[src/rtl/hazard_pkg.sv]
// Shared types and width helpers for the scoreboard hazard unit.
package hazard_pkg;

    // Slot destinations are stored at a fixed maximum width; narrower RA_W zero-extends.
    localparam int unsigned RA_W_MAX = 16;

    typedef struct packed {
        logic                valid;
        logic                wb;
        logic [RA_W_MAX-1:0] dest;
        logic                is_load;
    } slot_t;

    function automatic int unsigned clog2(input int unsigned n);
        int unsigned r;
        r = 0;
        while ((32'd1 << r) < n) r++;
        return r;
    endfunction

    function automatic int unsigned sel_w(input int unsigned depth);
        return clog2(depth + 1);
    endfunction

endpackage

[src/rtl/hazard_match.sv]
// Compares one source operand against every in-flight writer slot.
module hazard_match
    import hazard_pkg::*;
#(
    parameter int unsigned RA_W  = 4,
    parameter int unsigned DEPTH = 2,
    parameter int unsigned SEL_W = sel_w(DEPTH)
) (
    input  logic [RA_W-1:0]   src_i,
    input  logic              src_use_i,
    input  slot_t [DEPTH-1:0] slots_i,
    output logic [DEPTH-1:0]  match_o,
    output logic [SEL_W-1:0]  youngest_o
);

    logic [RA_W_MAX-1:0] src_ext;
    logic                found;
    logic                unused_load;

    // Lowest matching slot wins: it holds the most recent producer.
    always_comb begin
        src_ext           = '0;
        src_ext[RA_W-1:0] = src_i;
        match_o           = '0;
        youngest_o        = '0;
        found             = 1'b0;
        for (int unsigned k = 0; k < DEPTH; k++) begin
            match_o[k] = src_use_i & slots_i[k].valid & slots_i[k].wb &
                         (slots_i[k].dest == src_ext);
            if (match_o[k] && !found) begin
                youngest_o = SEL_W'(k + 1);
                found      = 1'b1;
            end
        end
    end

    always_comb begin
        unused_load = 1'b0;
        for (int unsigned k = 0; k < DEPTH; k++) begin
            unused_load = unused_load ^ slots_i[k].is_load;
        end
    end

endmodule

[src/rtl/scoreboard_hazard_unit.sv]
// In-order issue scoreboard: data-hazard stall/forward selection plus multicycle-op tracking.
module scoreboard_hazard_unit
    import hazard_pkg::*;
#(
    parameter  int unsigned RA_W   = 4,
    parameter  int unsigned NSRC   = 3,
    parameter  int unsigned DEPTH  = 2,
    parameter  int unsigned FWD_EN = 1,
    parameter  int unsigned MC_LAT = 8,
    localparam int unsigned SEL_W  = sel_w(DEPTH)
) (
    input  logic                  clk,
    input  logic                  rst,
    input  logic                  id_valid,
    input  logic [NSRC*RA_W-1:0]  id_src,
    input  logic [NSRC-1:0]       id_src_use,
    input  logic                  id_wb_en,
    input  logic [RA_W-1:0]       id_dest,
    input  logic                  id_is_load,
    input  logic                  id_mc,
    input  logic                  flush,
    output logic                  stall,
    output logic [NSRC*SEL_W-1:0] fwd_sel,
    output logic                  mc_busy,
    output logic                  mc_done,
    output logic [15:0]           stall_count
);

    slot_t [DEPTH-1:0]          slot_q, slot_d;
    slot_t                      new_slot;
    logic [7:0]                 mc_cnt_q, mc_cnt_d;
    logic                       mc_done_q, mc_done_d;
    logic [15:0]                stall_cnt_q, stall_cnt_d;
    logic [NSRC-1:0][DEPTH-1:0] match;
    logic [NSRC-1:0][SEL_W-1:0] youngest;
    logic                       haz_any, haz_load_use, data_hazard, issue;

    for (genvar i = 0; i < NSRC; i++) begin : g_src
        hazard_match #(
            .RA_W  (RA_W),
            .DEPTH (DEPTH),
            .SEL_W (SEL_W)
        ) u_match (
            .src_i      (id_src[i*RA_W +: RA_W]),
            .src_use_i  (id_src_use[i]),
            .slots_i    (slot_q),
            .match_o    (match[i]),
            .youngest_o (youngest[i])
        );
    end

    // With forwarding only a load still sitting in EX cannot be bypassed.
    always_comb begin
        haz_any      = 1'b0;
        haz_load_use = 1'b0;
        for (int unsigned i = 0; i < NSRC; i++) begin
            haz_any      = haz_any | (|match[i]);
            haz_load_use = haz_load_use | (match[i][0] & slot_q[0].is_load);
        end
        data_hazard = (FWD_EN != 0) ? haz_load_use : haz_any;
    end

    assign mc_busy     = (mc_cnt_q != '0);
    assign stall       = id_valid & (data_hazard | mc_busy);
    assign issue       = id_valid & ~stall & ~flush;
    assign fwd_sel     = (FWD_EN != 0) ? youngest : '0;
    assign mc_done     = mc_done_q;
    assign stall_count = stall_cnt_q;

    always_comb begin
        new_slot              = '0;
        new_slot.valid        = 1'b1;
        new_slot.wb           = id_wb_en;
        new_slot.dest[RA_W-1:0] = id_dest;
        new_slot.is_load      = id_is_load;

        slot_d = '0;
        if (!flush) begin
            slot_d[0] = issue ? new_slot : '0;
            for (int unsigned k = 1; k < DEPTH; k++) begin
                slot_d[k] = slot_q[k-1];
            end
        end
    end

    // Flush wins over both a fresh load and a final decrement, so no completion pulse escapes.
    always_comb begin
        mc_cnt_d  = mc_cnt_q;
        mc_done_d = 1'b0;
        if (flush) begin
            mc_cnt_d = '0;
        end else if (issue && id_mc) begin
            mc_cnt_d = 8'(MC_LAT);
        end else if (mc_cnt_q != '0) begin
            mc_cnt_d  = mc_cnt_q - 8'd1;
            mc_done_d = (mc_cnt_q == 8'd1);
        end
    end

    always_comb begin
        stall_cnt_d = stall_cnt_q;
        if (stall && (stall_cnt_q != 16'hFFFF)) begin
            stall_cnt_d = stall_cnt_q + 16'd1;
        end
    end

    always_ff @(posedge clk) begin
        if (rst) begin
            slot_q      <= '0;
            mc_cnt_q    <= '0;
            mc_done_q   <= 1'b0;
            stall_cnt_q <= '0;
        end else begin
            slot_q      <= slot_d;
            mc_cnt_q    <= mc_cnt_d;
            mc_done_q   <= mc_done_d;
            stall_cnt_q <= stall_cnt_d;
        end
    end

endmodule
[config.mk]
export PLATFORM = sky130hd
export DESIGN_NAME = scoreboard_hazard_unit
export DESIGN_NICKNAME = d
export VERILOG_FILES = /design/src/rtl/hazard_pkg.sv /design/src/rtl/hazard_match.sv /design/src/rtl/scoreboard_hazard_unit.sv
export SDC_FILE = /design/constraint.sdc
export NUM_CORES = 1
export LEC_CHECK = 0
export BUFFER_PORTS_ARGS = -buffer_cell sky130_fd_sc_hd__buf_2
export CAP_MARGIN = 20
export CORE_MARGIN = 1.5
export CORE_UTILIZATION = 30
export DETAILED_ROUTE_END_ITERATION = 10
export RECOVER_POWER = 100
export SYNTH_ARGS = -nofsm -noshare
export SYNTH_HDL_FRONTEND = slang
export SYNTH_SLANG_ARGS = --single-unit
[constraint.sdc]
create_clock -name clk -period 3 [get_ports clk]
set_input_delay 0.6 -clock clk [delete_from_list [all_inputs] [get_ports clk]]
set_output_delay 0.6 -clock clk [all_outputs]
set_load 0.02 [all_outputs]
After elaboration in Yosys (flattened, before gate mapping)

Index checks and enable logic that the tools add are counted.

Flip-flop bits (word level): 62
Word-level logic and storage cells: 79
Output and inout bits: 25

Reduce and logical (&&, ||, !) cells: 14
Bitwise gates (word level): 31
Add/subtract/negate cells: 2
Muxes and demuxes: 12
Equal/unequal tests: 8

Operator list:

| kind                                                | number |
|---|---|
| equality test 16 x 4 -> 1 bit                       | 6 |
| AND 1 bit                                           | 24 |
| 2-to-1 mux 19 bit                                   | 1 |
| adder 16 x 1 -> 16 bit, second input constant       | 1 |
| inequality test 16 bit, second input constant       | 1 |
| equality test 8 x 1 -> 1 bit, second input constant | 1 |
| 2-to-1 mux 4 bit                                    | 2 |
| nonzero test 8 bit                                  | 1 |
| subtractor 8 x 1 -> 8 bit, second input constant    | 1 |
| 2-to-1 mux 1 bit                                    | 6 |
| 2-to-1 mux 2 bit                                    | 3 |
| OR reduction 3 bit                                  | 2 |
| logical AND 1 bit                                   | 5 |
| inverter 1 bit                                      | 4 |
| OR reduction 4 bit                                  | 1 |
| logical NOT 1 bit                                   | 3 |
| bitwise OR 1 bit                                    | 3 |
| nonzero test 2 bit                                  | 1 |
| OR reduction 2 bit                                  | 1 |

Depth between registers and ports, before layout

Gate-level depths: netlist of the first run.

Depth in word-level cells: 13
Mapped depth: 9
Gate-level depth less buffers: 7

By module

Synthesis of the first run repeated with hierarchy kept, for this count alone.

Cells, all modules: 257
Area, all modules: 2382.3 sq um

By module, submodules not included:

| module                 | times used | area each (sq um) | cells an instance | sequential area each (sq um) |
|---|---|---|---|---|
| scoreboard_hazard_unit | 1          | 1774.2            | 185               | 780.7 |
| hazard_match           | 3          | 202.7             | 24                | 0.0 |

Worst setup path after synthesis of the first run

OpenSTA, ideal clock, no wires.

Kind: in2out
Start: input port id_src[1]
End: output port stall
Stages on the path: 5
Setup slack: 0.338 ns
Arrival: 2.062 ns
Cell sequence: xor2_1 > nor4_2 > nor4_2 > buf_2 > nor2_1

Longest elaborated chain between the ends: 7

RTL lines:

| item                          | RTL line                     | RTL |
|---|---|---|
| start, declared               | scoreboard_hazard_unit.sv:15 | `input logic [NSRC*RA_W-1:0] id_src,` |
| equality test 16 x 4 -> 1 bit | hazard_match.sv:29           | `(slots_i[k].dest == src_ext);` |
| AND 1 bit                     | hazard_match.sv:28           | `match_o[k] = src_use_i & slots_i[k].valid & slots_i[k].wb &` |
| AND 1 bit                     | scoreboard_hazard_unit.sv:58 | `haz_load_use = haz_load_use \| (match[i][0] & slot_q[0].is_load);` |
| bitwise OR 1 bit (2 in a row) | scoreboard_hazard_unit.sv:58 |  |
| bitwise OR 1 bit              | scoreboard_hazard_unit.sv:64 | `assign stall = id_valid & (data_hazard \| mc_busy);` |
| AND 1 bit                     | scoreboard_hazard_unit.sv:64 |  |
| end, declared                 | scoreboard_hazard_unit.sv:22 | `output logic stall,` |

No other way between the ends.

Worst setup path after layout of the first run

Start: register slot_q[3] in the netlist's numbering
End: register stall_cnt_q[5] (netlist: stall_count[5])

Longest elaborated chain between the ends: 8

RTL lines:

| item                          | RTL line                      | RTL |
|---|---|---|
| start, declared               | scoreboard_hazard_unit.sv:29  | `slot_t [DEPTH-1:0] slot_q, slot_d;` |
| start signal, assigned        | scoreboard_hazard_unit.sv:114 | `slot_q <= slot_d;` |
| equality test 16 x 4 -> 1 bit | hazard_match.sv:29            |  |
| AND 1 bit                     | hazard_match.sv:28            |  |
| AND 1 bit                     | scoreboard_hazard_unit.sv:58  |  |
| bitwise OR 1 bit              | scoreboard_hazard_unit.sv:58  |  |
| bitwise OR 1 bit (*)          | scoreboard_hazard_unit.sv:58  |  |
| bitwise OR 1 bit (*)          | scoreboard_hazard_unit.sv:64  |  |
| AND 1 bit (*)                 | scoreboard_hazard_unit.sv:64  |  |
| logical AND 1 bit (*)         | scoreboard_hazard_unit.sv:102 | `if (stall && (stall_cnt_q != 16'hFFFF)) begin` |
| end signal, assigned          | scoreboard_hazard_unit.sv:117 | `stall_cnt_q <= stall_cnt_d;` |
| end, declared                 | scoreboard_hazard_unit.sv:33  | `logic [15:0] stall_cnt_q, stall_cnt_d;` |

Every way passes the cells marked *; elsewhere a longest branch is shown, timed or not.
A chain may end at the register's enable or synchronous reset.

==> key figures, run 1 <==
Status
  • Status: complete, no violations

Floorplan
  • Top-level I/O count: 51
  • Core box area: 6760 sq um
  • Die ar.: 7450 sq um
  • Die W: 86.3 um
  • Die height: 86.3 um
  • Row cnt: 30
  • Initial Utilization: 0.308

Final layout
  • Fill cells: 733
  • Antenna cells: 0
  • Final Net Count: 316
  • Layout cells sized above 1: 0.168
  • Area Growth Syn to Fin: 18.2%

Timing
  • Fin. max-slew vios: 0
  • RSZ-0062 raised after global routing: no
  • Final hold vios: 0
  • Fmax: 0.355 GHz
  • Part of the cycle the worst path needs: 0.939
  • Setup TNS: 0 ns
  • Worst Skew: 0.00598 ns
  • Worst-Margin Slew: 0.724 ns
  • Post-layout worst setup margin: 0.183 ns
  • Max-slew headroom: 0.517
  • Min Clock Period, post-route: 2.82 ns
  • Setup violators final: 0

Synthesis
  • Yosys cell types: 42
  • Sequential element share of the synthesized area: 0.365
  • Syn Nets: 259
  • FF+latch count, synth: 38
  • Synthesized area per cell: 9.10 sq um
  • Top cell type's share of synthesized area: 0.365
  • Synth area leaders: dfxtp_1 (37%), xnor2_1 (7.6%), xor2_1 (5.0%), nor2_1 (4.7%), and2_1 (3.6%)
  • Gate Count Post-Synth: 229
  • Mapped Area: 2080 sq um
  • Warnings, synthesis: 0
  • Cell taking the most area after synthesis: dfxtp_1
  • Top-count cell post-synth: dfxtp_1
  • Top post-synthesis cells by count: dfxtp_1 (38), nor2_1 (26), xnor2_1 (18)
  • Leading register cell type out of synthesis: dfxtp_1
  • Share of synthesized registers carrying an async set or reset: 0
  • Post-synth EDFFs: 0

Clock network
  • Post-CTS Hold Fix Bufs: 0
  • Clk buf depth: 2
  • Clock buffer count from CTS: 5
  • Clock Root Buffer: clkbuf_8
  • CTS Sinks: 38
  • H-tree depth: 2
  • Clock transition at path regs: 0.07 ns
  • TritonCTS clock tree: yes
  • Worst-Skew Late Latency: 0.28 ns

Placement
  • DP Worst Slack: 0.240 ns
  • Placer Congestion: 0.843
  • PortBufs: 50
  • Final HPWL from detailed placement: 3660 um

Job
  • Max-cap violations: 0

Pwr
  • Static Leak: 0.000952 uW
  • Max VDD drop: 222 uV
  • Switching share of power: 0.343
  • Flop pwr share: 0.386
  • NetSw: 542 uW
  • Clock power share: 0.278
  • Internal power: 1040 uW
  • PwrDens: 642 nW/um^2
  • Combinational cell fraction of total power: 0.336

Global routing
  • First-pass GRT wire length: 7660 um
  • Number of global-route vias before repair: 1644
  • Initial antenna violation count: 0
  • Largest net degree at the start of global routing: 28
  • All-Layer GR Usage: 0.128
  • Total gr overflow: 0

Detailed routing
  • DR vias/cell: 4.88
  • Drt pass-1 iters: 4
  • Initial DRC count: 94
  • Final WL: 4710 um
  • DR DRC count: 0
  • Routed Antenna Nets: 0
  • Via count: 1785
  • WL/cell: 12.9 um

Hold path
  • Hold Path Class: reg -> reg

Setup path
  • Worst setup SP type: flip-flop
  • Setup CP Type: reg -> reg
  • CP max FO: 4
  • Worst setup EP type: flip-flop
  • Crit path required time: 3.17 ns
  • WP data arrival: 2.99 ns
critical path: stages, from the launching register on:
cell and delay (ns):
dfxtp_1 0.45, xnor2_1 0.15, nand4_1 0.12, nor4_1 0.55
clkbuf_1 0.30, o31ai_1 0.18, a2111oi_0 0.59, mux2_1 0.37
path summary, 6_finish.rpt:
check | slack, ns | cells after the start | from | end
min | 0.51 | 2 | mc_cnt_q[2] | mc_cnt_q[2]
max reg2reg | 0.18 | 7 | slot_q[3] | stall_count[5]
min reg2reg | 0.51 | 2 | mc_cnt_q[2] | mc_cnt_q[2]
max | 0.18 | 7 | slot_q[3] | stall_count[5]
stage by stage:
step,utilization,area (sq um),total power [uW],hold slack [ns],std cells
finish,0.364,2460,1580,0.508,366
global route,0.364,2460,1700,0.506,366
CTS,0.382,2580,1650,0.506,366
detailed placement,0.364,2460,1190,0.501,359
global placement,0.364,2460,1190,0.492,359
floorplan,-,2080,1040,0.470,229
flip-flops by register name, indices dropped and copies added (netlist names):
signal and flops:
mc_done 1, slot_q 13, stall_count 16, mc_cnt_q 8
per-layer routing:
| metal | part of all wire | vias up | track usage |
|---|---|---|---|
| li1 | - | 917 | - |
| met1 | 0.47 | 828 | 0.169 |
| met2 | 0.48 | 34 | 0.206 |
| met3 | 0.037 | 6 | 0.0276 |
| met4 | 0.013 | 0 | 0.0499 |
| met5 | 0 | - | 0 |
timing repair:
| item | 4_1_cts | 5_1_grt |
|---|---|---|
| gates resized for setup | 1 | 0 |
| setup buffers | 0 | 0 |
| setup endpoints to repair | 1 | 0 |
area by class of cell:
cell class	instances	area [sq um]	area share
well taps	80	100	0.0407
clock inverters	1	30.0	0.0122
flip-flops and latches	38	761	0.309
repair buffers	58	262	0.106
multi-input cells	179	1210	0.492
clock buffers	6	82.6	0.0335
inverters	4	15.0	0.00610
power groups by stage:
stage	Combinational [uW]	Sequential (uW)	Clock, uW
global placement	563	622	0
global route	599	619	480
finish	532	610	439
detailed placement	567	622	0
CTS	587	610	453
floorplan	418	621	0
cell usage in the layout (no fill, tap or decap), types with 2 or more instances in the layout:
master / n
dfxtp_1: 38
buf_2: 28
clkbuf_1: 27
nor2_1: 26
xnor2_1: 18
xor2_1: 12
nand2_1: 12
nand3_1: 11
nand4_1: 10
nor2b_1: 10
a21oi_1: 9
and2_1: 8
nor4_1: 7
mux2_1: 7
clkbuf_8: 6
and3_1: 5
nor3_1: 4
and2_0: 4
or4_1: 4
mux2_2: 4
ha_1: 4
inv_1: 3
o21ai_0: 3
o31ai_1: 3
a21boi_0: 3
a2111oi_0: 2
nand2b_1: 2
buf_4: 2
cell families (layout without fill, tap and decap cells):
family / count (synthesis) / in the layout / share of synthesized area
fa+ha+maj: 4 / 4 / 0.0240
flops: 38 / 38 / 0.365
simple gates: 109 / 109 / 0.310
mux: 11 / 11 / 0.0595
compound gates: 25 / 25 / 0.0913
buf+inv: 12 / 69 / 0.0240
xor+xnor: 30 / 30 / 0.126
Note: power is estimated with default switching activity, not from simulation.
==> inputs of run 2 (changes only) <==
BUFFER_PORTS_ARGS = default   (was -buffer_cell sky130_fd_sc_hd__buf_2)
DONT_BUFFER_PORTS = 1   (was default)
==> key figures, run 2 (synthesis gave the netlist of run 1 again) <==
Clock network
  • PostCTS Resize Cnt: 0
  • CTS Sinks: 38
  • Postcts setup bufs: 0
  • TritonCTS clock tree: yes
  • Clock transition at path regs: 0.08 ns
  • Clock Root Buffer: clkbuf_8
  • Post-CTS Hold Fix Bufs: 0
  • Worst-Skew Late Latency: 0.29 ns
  • Clk buf depth: 2
  • Clock buffer count from CTS: 5
  • H-tree depth: 2

Detailed routing
  • Drt pass-1 iters: 4
  • WL/cell: 14.3 um
  • Routed Antenna Nets: 0
  • Initial DRC count: 93
  • Via count: 1549
  • DR DRC count: 0
  • DR vias/cell: 4.92
  • Final WL: 4500 um

Timing
  • Min Clock Period, post-route: 2.83 ns
  • Min Hold Slack: 0.369 ns
  • Fmax: 0.354 GHz
  • Part of the cycle the worst path needs: 0.943
  • Final hold vios: 0
  • RSZ-0062 raised after global routing: no
  • Setup violators final: 0
  • Fin. max-slew vios: 0
  • Setup TNS: 0 ns
  • Max-slew headroom: 0.428
  • Worst Skew: 0.00343 ns
  • Worst-Margin Slew: 0.850 ns

Setup path
  • WP data arrival: 2.23 ns
  • Crit. Startpoint: slot_q[3]
  • Crit path required time: 2.40 ns
  • Reg2Reg Setup Slack: 0.23 ns
  • Reg2Reg Launch Point: stall_count[12]
  • R2R depth: 6
  • CP max FO: 4
  • FF-to-FF End: stall_count[10]
  • Worst setup EP type: output port
  • Worst setup SP type: flip-flop
  • Setup CP Type: reg -> out

Final layout
  • Max FFs per register: 16
  • Layout cells sized above 1: 0.102
  • Antenna cells: 0
  • Fill cells: 713
  • Commonest non-fill, non-tap cells in the layout: dfxtp_1 (38), nor2_1 (26), xnor2_1 (18), xor2_1 (12), nand2_1 (12)
  • Reg area: 761 sq um
  • Most common cell after layout, fill and taps aside: dfxtp_1
  • Area of the multi-input gates: 1230 sq um
  • Area Growth Syn to Fin: 9.25%
  • Final Net Count: 264

Floorplan
  • Top-level I/O count: 51
  • Core box area: 6760 sq um
  • Die height: 86.3 um
  • Row cnt: 30
  • Die ar.: 7450 sq um
  • Initial Utilization: 0.308
  • Die W: 86.3 um

Hold path
  • Hold Path Class: in -> reg
  • Hold Crit Start: rst
  • Hold endpoint: stall_count[7]
  • Worst hold stages: 1

Pwr
  • Internal power: 1090 uW
  • Power Total: 1620 uW
  • Flop pwr share: 0.384
  • Switching share of power: 0.327
  • Static Leak: 0.000816 uW
  • PwrDens: 711 nW/um^2
  • Clock power share: 0.334
  • Max VDD drop: 207 uV
  • NetSw: 530 uW
  • Combinational cell fraction of total power: 0.281

Placement
  • Placer Congestion: 0.772
  • Final HPWL from detailed placement: 3480 um
  • PortBufs: 0

Global routing
  • All-Layer GR Usage: 0.123
  • Number of global-route vias before repair: 1430
  • Total gr overflow: 0
  • Largest net degree at the start of global routing: 29
  • Initial antenna violation count: 0
  • First-pass GRT wire length: 7220 um

Job
  • Max-cap violations: 0

Status
  • Status: complete, no violations
-- run 2: changes by cell type in the layout (fill, tap and decap cells not counted), sizes merged --
cell    delta
buf       -28
clkbuf    -24
bufinv     +1
-- run 2: worst max-delay path by stage --
stage	endpoint	slack, ns	cells after the start
6_report	fwd_sel[3]	0.17	5
5_1_grt	stall_count[2]	0.006	6
4_1_cts	stall	0.16	6
3_5_place_dp	stall	0.49	6
3_3_place_gp	stall	0.48	6
2_1_floorplan	stall	0.34	5
-- run 2: per-layer routing --
metal | wire length [um] | part of all wire | vias up | track usage
met5 | 0 | 0 | - | 0
met3 | 314 | 0.070 | 4 | 0.0486
met4 | 45 | 0.010 | 0 | 0.0396
met2 | 2070 | 0.46 | 31 | 0.192
met1 | 2070 | 0.46 | 695 | 0.155
li1 | - | - | 819 | -
-- run 2: final cells by class --
cell class | count | share of cell area
Timing Repair Buffer | 6 | 0.0121
Inverter | 4 | 0.00660
Tap cell | 80 | 0.0440
Sequential cell | 38 | 0.334
Clock buffer | 6 | 0.0363
Clock inverter | 2 | 0.0264
Multi-Input combinational cell | 179 | 0.540
-- run 2: worst max-delay path, stage by stage (launching register included) --
cell and delay [ns]:
dfxtp_1 0.43, xnor2_1 0.15, nand4_1 0.14, nor4_1 0.66, clkbuf_1 0.35, nor3_1 0.21
-- run 2: power by group through the flow --
| stage | sequential [uW] | clock [uW] | combinational [uW] |
|---|---|---|---|
| detailed placement | 634 | 0 | 493 |
| global route | 631 | 577 | 526 |
| floorplan | 621 | 0 | 418 |
| global placement | 634 | 0 | 490 |
| finish | 622 | 541 | 455 |
| CTS | 622 | 557 | 496 |
-- run 2: stage by stage --
stage	cell area, sq um	utilization	setup slack [ns]	instances
after floorplan	2080	-	0.338	229
after global placement	2190	0.325	0.481	307
after detailed placement	2190	0.325	0.493	307
after CTS	2340	0.346	0.161	315
after global routing	2280	0.337	0.00596	315
final	2280	0.337	0.172	315
